**src/rtl/ifetch_pkg.sv**
```systemverilog
// Shared types for the instruction fetch front end.
// Carries the fetch FSM encoding and the buffered {pc, inst} entry.
package ifetch_pkg;

  typedef enum logic [1:0] {
    RUN   = 2'd0,
    HALT  = 2'd1,
    FAULT = 2'd2
  } fetch_state_t;

  typedef struct packed {
    logic [31:0] pc;
    logic [31:0] inst;
  } fetch_entry_t;

  localparam logic [31:0] INST_NOP_END = 32'h0;

  function automatic logic is_misaligned(input logic [31:0] addr);
    return addr[1:0] != 2'b00;
  endfunction

endpackage

```
**src/rtl/ifetch_unit_fifo.sv**
```systemverilog
// Circular fetch buffer between IMEM capture and decode.
// Head is read straight from storage registers, never from the push data.
module fetch_fifo
  import ifetch_pkg::*;
#(
  parameter int unsigned FIFO_DEPTH = 2,
  localparam int unsigned PW = $clog2(FIFO_DEPTH),
  localparam int unsigned CW = PW + 1
) (
  input  logic         clk_i,
  input  logic         rst_i,
  input  logic         push_i,
  input  fetch_entry_t entry_i,
  input  logic         pop_i,
  input  logic         flush_i,
  output logic [CW-1:0] count_o,
  output fetch_entry_t head_o
);

  fetch_entry_t   mem_q [FIFO_DEPTH];
  logic [PW-1:0]  wr_ptr_q;
  logic [PW-1:0]  rd_ptr_q;
  logic [CW-1:0]  count_q;
  logic [CW-1:0]  count_d;
  logic           do_pop;
  logic           do_push;
  logic           not_empty;
  logic           not_full;

  assign not_empty = count_q != '0;
  assign not_full  = count_q < CW'(FIFO_DEPTH);
  assign do_pop    = pop_i && not_empty;
  assign do_push   = push_i && (not_full || do_pop);

  always_comb begin
    count_d = count_q;
    if (flush_i) begin
      count_d = '0;
    end else begin
      unique case ({do_push, do_pop})
        2'b10:   count_d = count_q + CW'(1);
        2'b01:   count_d = count_q - CW'(1);
        default: count_d = count_q;
      endcase
    end
  end

  always_ff @(posedge clk_i or posedge rst_i) begin
    if (rst_i) begin
      wr_ptr_q <= '0;
      rd_ptr_q <= '0;
      count_q  <= '0;
      for (int i = 0; i < int'(FIFO_DEPTH); i++) begin
        mem_q[i] <= '0;
      end
    end else begin
      count_q <= count_d;
      if (flush_i) begin
        wr_ptr_q <= '0;
        rd_ptr_q <= '0;
      end else begin
        if (do_push) begin
          mem_q[wr_ptr_q] <= entry_i;
          wr_ptr_q        <= wr_ptr_q + PW'(1);
        end
        if (do_pop) begin
          rd_ptr_q <= rd_ptr_q + PW'(1);
        end
      end
    end
  end

  assign count_o = count_q;
  assign head_o  = not_empty ? mem_q[rd_ptr_q] : '0;

endmodule

```
**src/rtl/ifetch_unit.sv**
```systemverilog
// Instruction fetch front end: PC ownership, IMEM fetch, buffering to decode,
// redirect handling, end-of-program halt and sticky address fault.
module ifetch_unit
  import ifetch_pkg::*;
#(
  parameter logic [31:0] RESET_PC   = 32'h0,
  parameter int unsigned IMEM_DEPTH = 256,
  parameter int unsigned FIFO_DEPTH = 2
) (
  input  logic        clk,
  input  logic        rst,
  output logic [31:0] imem_pc,
  input  logic [31:0] imem_inst,
  input  logic        redirect_valid,
  input  logic [31:0] redirect_target,
  output logic        dec_valid,
  input  logic        dec_ready,
  output logic [31:0] dec_pc,
  output logic [31:0] dec_inst,
  output logic        halted,
  output logic        fault
);

  localparam int unsigned CW = $clog2(FIFO_DEPTH) + 1;
  localparam logic [32:0] PC_LIMIT = 33'(IMEM_DEPTH) << 2;

  fetch_state_t  state_q;
  fetch_state_t  state_d;
  logic [31:0]   pc_q;
  logic [31:0]   pc_d;
  logic          push;
  logic          flush;
  logic          pop;
  logic          space;
  logic          pc_oob;
  logic [CW-1:0] count;
  fetch_entry_t  head;
  fetch_entry_t  new_entry;

  assign dec_valid = count != '0;
  assign pop       = dec_valid && dec_ready;
  assign space     = (count < CW'(FIFO_DEPTH)) || pop;
  assign pc_oob    = {1'b0, pc_q} >= PC_LIMIT;
  assign new_entry = '{pc: pc_q, inst: imem_inst};

  always_comb begin
    state_d = state_q;
    pc_d    = pc_q;
    push    = 1'b0;
    flush   = 1'b0;
    unique case (state_q)
      RUN: begin
        if (redirect_valid) begin
          flush = 1'b1;
          if (is_misaligned(redirect_target)) begin
            state_d = FAULT;
          end else begin
            pc_d = redirect_target;
          end
        end else if (pc_oob) begin
          flush   = 1'b1;
          state_d = FAULT;
        end else if (space && imem_inst == INST_NOP_END) begin
          state_d = HALT;
        end else if (space) begin
          push = 1'b1;
          pc_d = pc_q + 32'd4;
        end
      end
      HALT: begin
        // Only a redirect restarts fetch; the buffer keeps draining meanwhile.
        if (redirect_valid) begin
          flush = 1'b1;
          if (is_misaligned(redirect_target)) begin
            state_d = FAULT;
          end else begin
            state_d = RUN;
            pc_d    = redirect_target;
          end
        end
      end
      FAULT: begin
        flush = 1'b1;
      end
      default: begin
        flush   = 1'b1;
        state_d = FAULT;
      end
    endcase
  end

  always_ff @(posedge clk or posedge rst) begin
    if (rst) begin
      state_q <= RUN;
      pc_q    <= RESET_PC;
    end else begin
      state_q <= state_d;
      pc_q    <= pc_d;
    end
  end

  fetch_fifo #(
    .FIFO_DEPTH(FIFO_DEPTH)
  ) u_fifo (
    .clk_i  (clk),
    .rst_i  (rst),
    .push_i (push),
    .entry_i(new_entry),
    .pop_i  (pop),
    .flush_i(flush),
    .count_o(count),
    .head_o (head)
  );

  assign imem_pc  = pc_q;
  assign dec_pc   = head.pc;
  assign dec_inst = head.inst;
  assign halted   = state_q == HALT;
  assign fault    = state_q == FAULT;

endmodule

```
**config.mk**
```make
export PLATFORM = sky130hd
export DESIGN_NAME = ifetch_unit
export DESIGN_NICKNAME = d
export VERILOG_FILES = /design/src/rtl/ifetch_pkg.sv /design/src/rtl/ifetch_unit_fifo.sv /design/src/rtl/ifetch_unit.sv
export SDC_FILE = /design/constraint.sdc
export NUM_CORES = 1
export LEC_CHECK = 0
export CORE_ASPECT_RATIO = 1.4
export CORE_UTILIZATION = 45
export DETAILED_ROUTE_END_ITERATION = 8
export DONT_BUFFER_PORTS = 1
export SETUP_SLACK_MARGIN = 0.1
export SLEW_MARGIN = 30
export SYNTH_ARGS = -nofsm -noshare
export SYNTH_HDL_FRONTEND = slang
export SYNTH_SLANG_ARGS = --single-unit
```
**constraint.sdc**
```tcl
create_clock -name clk -period 7.4 [get_ports clk]
set_input_delay 1.48 -clock clk [delete_from_list [all_inputs] [get_ports clk]]
set_output_delay 1.48 -clock clk [all_outputs]
set_load 0.02 [all_outputs]
```
Word-level counts from Yosys, hierarchy flattened
Index checks and enable logic that the tools add are counted.
{ "totals": {"word_cells": 87, "register_bits": 166, "input_bits": 68, "output_inout_bits": 99} }
{ "classes": {"n_bitwise": 4, "n_eq_ne": 10, "muxes": 36, "reduce_logical": 18, "n_addsub": 5, "order_cmp": 5} }
{ "op_table": {"columns": ["op", "count"], "rows": [
  ["$mux 64", 5],
  ["$mux 32", 6],
  ["$bwmux 128", 1],
  ["$demux 64 s1", 1],
  ["$pmux 32 s2", 1],
  ["$add 32x3->32 const B", 1],
  ["$ge 32x11->1 const B", 1],
  ["$logic_not 32->1", 1],
  ["$mux 2", 7],
  ["$mux 1", 12],
  ["$ne 3x3->1 const B", 4],
  ["$reduce_bool 2->1", 5],
  ["$pmux 2 s3", 1],
  ["$logic_and 1x1->1", 5],
  ["$reduce_and 5->1", 1],
  ["$eq 2x1->1 const B", 2],
  ["$eq 2x2->1 const B", 2],
  ["$ge 2x2->1 const B", 2],
  ["$ne 4x4->1 const B", 1],
  ["$not 1->2", 2],
  ["$pmux 2 s2", 1],
  ["$reduce_and 4->1", 1],
  ["$reduce_bool 3->1", 1],
  ["$add 1x1->1 const B", 2],
  ["other kinds (10)", 12]
]} }

Longest topological paths before layout
Gate-level depths: netlist of the first run.
{ "depth": {"depth_word": 12, "mapped_depth": 7} }

Cells and area by module
A second synthesis of the first run with hierarchy kept.
{ "hier_totals": {"hier_cells": 679, "hier_area_um2": 8344.3} }
{ "modules_own_cells": {"columns": ["mod", "area_each_um2", "cells_each", "instances", "seq_area_each_um2"], "rows": [
  ["fetch_fifo", 6248.5, 438, 1, 3303.2],
  ["ifetch_unit", 2095.8, 241, 1, 850.8]
]} }

Worst setup path before layout of the first run
OpenSTA, ideal clock, no wires.
{ "synth_timing": {"kind": "input-to-reg", "startpoint": "in dec_ready", "endpoint": "reg u_fifo.mem_q[64] (netlist bit)", "required_ns": 7.275, "cell_stages": 6, "t_arrival_ns": 3.095, "n_path_buf": 1, "path_slack_ns": 4.181, "cell_sequence": "inv_1 -> a2111oi_2 -> o2111ai_4 -> nor2_2 -> buf_4 -> mux2_2"} }
{ "synth_via": {"elab_chain_cells": 9, "word_cells_on_any_way": 12, "cone_classes": "mux (5); reduce/logical (7)"} }
{ "synth_rtl": {"columns": ["element", "line_no", "rtl"], "rows": [
  ["start: declaration", "ifetch_unit.sv:17", "input logic dec_ready,"],
  ["$logic_and 1x1->1 *", "ifetch_unit.sv:41", "assign pop = dec_valid && dec_ready;"],
  ["$logic_or 1x1->1", "ifetch_unit.sv:42", "assign space = (count < CW'(FIFO_DEPTH)) || pop;"],
  ["$mux 1 or $logic_and 1x1->1 (tied branches)", "ifetch_unit.sv:65, ifetch_unit.sv:63", null],
  ["$mux 1", "ifetch_unit.sv:63", "end else if (space && imem_inst == INST_NOP_END) begin"],
  ["$mux 1", "ifetch_unit.sv:60", "end else if (pc_oob) begin"],
  ["$mux 1", "ifetch_unit.sv:53", "if (redirect_valid) begin"],
  ["$mux 1", "ifetch_unit.sv:51", "unique case (state_q)"],
  ["$logic_and 1x1->1 *", "ifetch_unit_fifo.sv:33", "assign do_push = push_i && (not_full || do_pop);"],
  ["$reduce_and 2->1 (no line) *", null, null],
  ["end signal: indexed assignment", "ifetch_unit_fifo.sv:63", "mem_q[wr_ptr_q] <= entry_i;"],
  ["end: declaration", "ifetch_unit_fifo.sv:20", "fetch_entry_t mem_q [FIFO_DEPTH];"]
]} }
Every way passes the cells marked *; elsewhere a longest branch is shown, timed or not.
A chain may end at the register's enable or synchronous reset.

Worst setup path after layout of the first run
{ "layout_timing": {"startpoint": "reg u_fifo.rd_ptr_q", "endpoint": "out dec_inst[30]"} }
{ "layout_via": {"elab_chain_cells": 5} }
{ "layout_rtl": {"columns": ["element", "line_no", "rtl"], "rows": [
  ["start: declaration", "ifetch_unit_fifo.sv:22", "logic [PW-1:0] rd_ptr_q;"],
  ["start signal: assignment", "ifetch_unit_fifo.sv:67", "rd_ptr_q <= rd_ptr_q + PW'(1);"],
  ["$not 1->2 (implied by the code)", "ifetch_unit_fifo.sv:74", "assign head_o = not_empty ? mem_q[rd_ptr_q] : '0;"],
  ["$mux 64 (implied by the code) (3 in series)", "ifetch_unit_fifo.sv:74", null],
  ["$mux 64", "ifetch_unit_fifo.sv:74", null],
  ["end: declaration", "ifetch_unit.sv:19", "output logic [31:0] dec_inst,"]
]} }
No other way between the ends. The select of a mux whose other input is x is not followed.

==> results.yml, run 1 <==
detailed_routing:
  viasPerCell: 5.65
  routed_wl_um: 17900
  drtIter0Drc: 274
  wl_per_cell_um: 19.5
  vias: 5190
  ant_nets: 0
  firstDrtPassIters: 5
  drc: 0
clock_tree:
  clkSlewWorstSetupHoldPaths_ps: 60
  h-tree-depth: 4
  postCtsHoldBufs: 0
  cts_tree: "yes"
  cts-root-buf: "clkbuf_16"
  post_cts_buffers: 0
  cts_buffers: 17
  cts.repair.resized: 0
  cts_buffer_depth: 2
  clock_latency_ps: 410
  cts.sink_count: 166
placement:
  dp_hpwl_um: 12200
  gp_congestion: 0.881
  place_area_mm2: 0.00799
  numPortBuffers: 0
  preCtsSetupSlack_ps: 3070
layout:
  final_area_mm2: 0.00861
  final_common_cell: "dfrtp_1"
  final_nets: 744
  drive_gt1_share_pct: 18.4
  area_delta_synth_final_pct: 10.3
  num_antenna_cells: 0
  mostFrequentLayoutCells: "dfrtp_1, nor2_1, mux2i_1"
logic_synthesis:
  synth_edf_count: 0
  synth_cell_types: 53
  synth_area_mm2: 0.00781
  syn-mean-instance-area_um2: 11.4
  yosysWarnings: 0
  synth_fp_nets: 755
  synthCells: 685
  synth-seq-area-share_pct: 53.2
  synthArstFlopShare_pct: 100
  ys.flop_type: "dfrtp_1"
  ys_seq_elements: 166
die:
  fp.dieH_um: 158
  die_x_um: 113
  num_rows: 56
  dieArea_mm2: 0.0179
  core_mm2: 0.0169
  start_util_pct: 46.2
  ios: 167
worst_setup_path:
  start_kind: "flip-flop"
  crit_buf_inv: 1
  crit_chain: "buf_4, mux2i_1, nor2_1"
  critPathTopFamily: "flip-flops"
  critPathArrivalTime_ps: 2460
  worstPathMaxFanout: 35
  cp_slowest_cell: "dfrtp_4"
  critPathRequiredTime_ps: 5920
  setup.worst_path.end_class: "primary output"
  cpPeakStageDelay_ps: 790
  crit_type: "reg -> out"
timing:
  hold_ws_ps: 482
  tightestPinTransition_ps: 894
  worst_slew_margin_rel_pct: 40.3
  skew_ps: 10.8
  setup_tns_ps: 0
  drv_slew: 0
  hold_violations: 0
  rsz0062_at_grt: "no"
  setup_viol: 0
  fin_crit_ps: 3940
  min_period_over_period_pct: 53.2
  fmax_mhz: 254
  setup_slack_ps: 3460
global_routing:
  track_usage_pct: 20.9
  grt_util_met2_pct: 35.9
  grt_pass1_wl_um: 29100
  antenna_found_initial: 0
  gr-usage-met1_pct: 24.7
  grt-ovfl-total: 0
  grt_max_degree: 86
  met3_usage_pct: 6.62
  grt.busiest_layer: "met2"
  grt_pass1_vias: 5432
pwr:
  max-vdd-ir-drop_uv: 129
  p_per_area_mw_per_mm2: 216
  leakage_nw: 3.81
run_status:
  status: "completed"
job:
  max-cap-violations: 0
hold_path:
  hold_class: "reg -> reg"
==> power by group <==
part / internal (W) / switching, W / leakage (nW)
clock: 0.000562 / 0.000342 / 0.280
combinational: 0.00000967 / 0.0000286 / 1.25
sequential: 0.000910 / 0.00000822 / 2.28
total: 0.00148 / 0.000378 / 3.81
==> stage by stage <==
stage          instances  utilization [%]  total power, W
4_1_cts              917             50.9         0.00188
6_report             918             51.0         0.00186
5_1_grt              918             51.0         0.00193
3_3_place_gp         885             47.3        0.000973
3_5_place_dp         886             47.3        0.000975
2_1_floorplan        685                -        0.000964
==> final timing paths <==
check	cells past startpoint	endpoint	slack (ps)	startpoint
setup / recovery	3	dec_inst[30]	3460	u_fifo.rd_ptr_q$_DFFE_PP0P_
hold / removal	1	u_fifo.mem_q[54]$_DFFE_PP0P_	480	u_fifo.mem_q[54]$_DFFE_PP0P_
setup reg to reg	6	u_fifo.mem_q[85]$_DFFE_PP0P_	4480	imem_pc[10]$_DFFE_PP0P_
hold reg to reg	1	u_fifo.mem_q[54]$_DFFE_PP0P_	480	u_fifo.mem_q[54]$_DFFE_PP0P_
max in group asynchronous	2	u_fifo.rd_ptr_q$_DFFE_PP0P_	5070	rst
min in group asynchronous	1	u_fifo.mem_q[59]$_DFFE_PP0P_	1040	rst
==> Yosys cell counts, types with 3 or more instances <==
master | instances | area share (%)
mux2i_1 | 64 | 8.2
o211ai_1 | 3 | 0.29
clkbuf_1 | 25 | 1.2
nand4_1 | 4 | 0.32
and2_1 | 27 | 2.2
o22ai_1 | 6 | 0.48
buf_4 | 5 | 0.48
mux2_2 | 46 | 6.6
o221a_2 | 3 | 0.43
buf_1 | 4 | 0.19
mux2_4 | 30 | 5.8
a21oi_1 | 16 | 1.0
nand2_1 | 52 | 2.5
a31oi_1 | 6 | 0.48
o22a_1 | 4 | 0.45
o21ai_0 | 15 | 0.96
nor2b_1 | 26 | 2.1
mux2_1 | 5 | 0.72
nor4_1 | 11 | 0.88
nand3_1 | 18 | 1.2
nor2_1 | 92 | 4.4
nor3_1 | 4 | 0.26
inv_1 | 10 | 0.48
and4_1 | 3 | 0.34
buf_6 | 4 | 0.58
dfrtp_1 | 166 | 53
==> final cells by class <==
| type | count | area, um2 |
|---|---|---|
| well taps | 232 | 290 |
| inverters | 10 | 42.5 |
| multi-input cells | 471 | 3450 |
| clock buffers | 22 | 444 |
| fillers | 1507 | 8270 |
| repair buffers | 8 | 76.3 |
| flip-flops and latches | 166 | 4160 |
| clock inverters | 9 | 153 |
==> sequential cells by signal (all words and copies together) (netlist names) <==
signal           cells
imem_pc             32
state_q              2
u_fifo.count_o       2
u_fifo.mem_q       128
u_fifo.rd_ptr_q      1
u_fifo.wr_ptr_q      1
==> layer usage <==
metal  vias to the layer above  share of wire [%]
li1                       2370                  -
met1                      2623                 40
met2                       180                 51
met3                        17                7.9
met4                         0                1.4
met5                         -                  0
==> kinds of logic (layout without fill, tap and decap cells) <==
kind of cell / after synthesis / in the layout / share of synthesized area (%)
buffers and inverters: 48 / 49 / 2.93
xor gates and xnor gates: 3 / 3 / 0.337
and+or+nand+nor: 249 / 249 / 15.4
muxes: 145 / 145 / 21.3
DFF: 166 / 166 / 53.2
AOI/OAI and AO/OA: 72 / 72 / 6.51
adders and majority gates: 2 / 2 / 0.321
==> worst register-to-register path, stage by stage, from the launching register on <==
cell	delay [ps]
dfrtp_1	520
or4_4	600
nor2_4	170
o2111ai_4	230
nor2_4	140
buf_4	690
mux2_2	450
(Power assumes the default switching activity.)
==> inputs of run 2 (changes only) <==
clock period = 3.5 ns   (was 7.4 ns; I/O delays follow)
==> run 2 against run 1 <==
Against the previous run: die area is the same; via count shrank 0.91%; highest routed layer unchanged; combinational power grew 130%; sequential power up 110%; clock-buffer cell count did not move; clock skew fell by 0.71 ps; largest cell class unchanged; register-to-register slack got worse by 3900 ps; total power is 100% higher; sequential share of layout area shrank 0.37 points; global-route usage increased by 0.41 points; largest power group unchanged; critical endpoint is now u_fifo.mem_q[66]$_DFFE_PP0P_.
==> results.yml, run 2 (synthesized netlist as in run 1, its figures left out) <==
layout:
  regMostFlops: "u_fifo.mem_q"
  final_nets: 754
  num_antenna_cells: 0
  nFillCells: 1501
  mostFrequentLayoutCells: "dfrtp_1, nor2_1, mux2i_1"
  final_common_cell: "dfrtp_1"
  largest_reg_flops: 128
  area_delta_synth_final_pct: 11.2
  drive_gt1_share_pct: 19.5
pwr:
  p_int_w: 0.00292
  p_per_area_mw_per_mm2: 429
  leakage_nw: 3.86
  switching_share_pct: 21.6
  p_seq_share_pct: 52.1
  p_sw_w: 0.000804
  pwr-share-clk_pct: 45.5
  power.total_w: 0.00373
  max-vdd-ir-drop_uv: 270
  power.share.combinational_pct: 2.4
die:
  fp.dieH_um: 158
  die_x_um: 113
  start_util_pct: 46.2
  dieArea_mm2: 0.0179
  num_rows: 56
  ios: 167
  core_mm2: 0.0169
global_routing:
  grt_pass1_wl_um: 29300
  track_usage_pct: 21.4
  antenna_found_initial: 0
  grt-ovfl-total: 0
  grt_pass1_vias: 5382
  grt_max_degree: 167
clock_tree:
  postCtsHoldBufs: 0
  cts_tree: "yes"
  h-tree-depth: 4
  cts.repair.resized: 0
  cts_buffer_depth: 2
  cts.sink_count: 166
  cts-root-buf: "clkbuf_16"
  clkSlewWorstSetupHoldPaths_ps: 60
  clock_latency_ps: 420
  post_cts_buffers: 0
  cts_buffers: 17
worst_setup_path:
  worstPathMaxFanout: 30
  critPathRequiredTime_ps: 3800
  start_kind: "flip-flop"
  crit_path_frequent_cell: "nor2_4"
  crit_chain: "or4_1, nor2_4, o2111ai_4, nor2_4, buf_12, mux2_2"
  crit_buf_inv: 1
  cpPeakStageDelay_ps: 630
  crit_type: "reg -> reg"
  cp_slowest_cell: "or4_1"
  critPathTopFamily: "simple AND/OR/NAND/NOR gates"
  critPathArrivalTime_ps: 3240
  setup.worst_path.end_class: "flip-flop"
timing:
  tightestPinTransition_ps: 721
  worst_slew_margin_rel_pct: 51.5
  hold_ws_ps: 210
  hold_violations: 0
  setup_viol: 0
  setup_slack_ps: 563
  rsz0062_at_grt: "no"
  setup_tns_ps: 0
  drv_slew: 0
  fmax_mhz: 340
  skew_ps: 10.1
  min_period_over_period_pct: 83.9
  fin_crit_ps: 2940
placement:
  gp_congestion: 0.839
  numPortBuffers: 0
  dp_hpwl_um: 12600
  preCtsSetupSlack_ps: 208
detailed_routing:
  ant_nets: 0
  drtIter0Drc: 256
  wl_per_cell_um: 19.6
  vias: 5143
  firstDrtPassIters: 4
  viasPerCell: 5.54
  drc: 0
  routed_wl_um: 18200
run_status:
  status: "completed"
hold_path:
  hold_class: "in -> async"
job:
  max-cap-violations: 0
[run 2: changes by cell type in the layout (fill, tap and decap cells not counted), sizes merged]
cell	change
buf	+10
bufinv	-3
clkinv	+3
[run 2: cell type report]
cell class                      instances  area (um2)  share of cell area (%)
Clock buffer                           22         444                    5.12
Tap cell                              232         290                    3.34
Inverter                               10        41.3                   0.476
Timing Repair Buffer                   18         218                    2.51
Clock inverter                          9        78.8                   0.908
Sequential cell                       166        4160                    47.9
Multi-Input combinational cell        471        3450                    39.7
[run 2: path summary, 6_finish.rpt]
path / cells after the start / startpoint / slack [ps] / to
max: 6 / imem_pc[27]$_DFFE_PP0P_ / 560 / u_fifo.mem_q[66]$_DFFE_PP0P_
min: 2 / rst / 210 / imem_pc[12]$_DFFE_PP0P_
max reg2reg: 6 / imem_pc[27]$_DFFE_PP0P_ / 560 / u_fifo.mem_q[66]$_DFFE_PP0P_
min reg2reg: 1 / u_fifo.mem_q[57]$_DFFE_PP0P_ / 490 / u_fifo.mem_q[57]$_DFFE_PP0P_
max in group asynchronous: 3 / rst / 2410 / u_fifo.mem_q[111]$_DFFE_PP0P_
min in group clk: 1 / redirect_valid / 360 / state_q[0]$_DFFE_PP0P_
[run 2: metrics by stage]
stage | cell area [um2] | util (%) | cells
3_3_place_gp | 8130 | 48.1 | 896
6_report | 8680 | 51.4 | 928
3_5_place_dp | 8130 | 48.1 | 896
2_1_floorplan | 7810 | - | 685
5_1_grt | 8680 | 51.4 | 928
4_1_cts | 8650 | 51.2 | 927
[run 2: per-layer routing]
| metal | track usage [%] | part of all wire (%) | vias to the layer above |
|---|---|---|---|
| li1 | - | - | 2385 |
| met1 | 24.9 | 40 | 2582 |
| met2 | 37.5 | 52 | 161 |
| met3 | 6.24 | 6.5 | 15 |
| met4 | 7.14 | 1.2 | 0 |
| met5 | 0 | 0 | - |
[run 2: power groups by stage]
stage / clock, W / combinational (W) / sequential (W)
2_1_floorplan: 0 / 0.0000639 / 0.00197
3_3_place_gp: 0 / 0.0000840 / 0.00198
3_5_place_dp: 0 / 0.0000861 / 0.00198
4_1_cts: 0.00174 / 0.0000865 / 0.00194
5_1_grt: 0.00182 / 0.000101 / 0.00194
6_report: 0.00170 / 0.0000876 / 0.00194
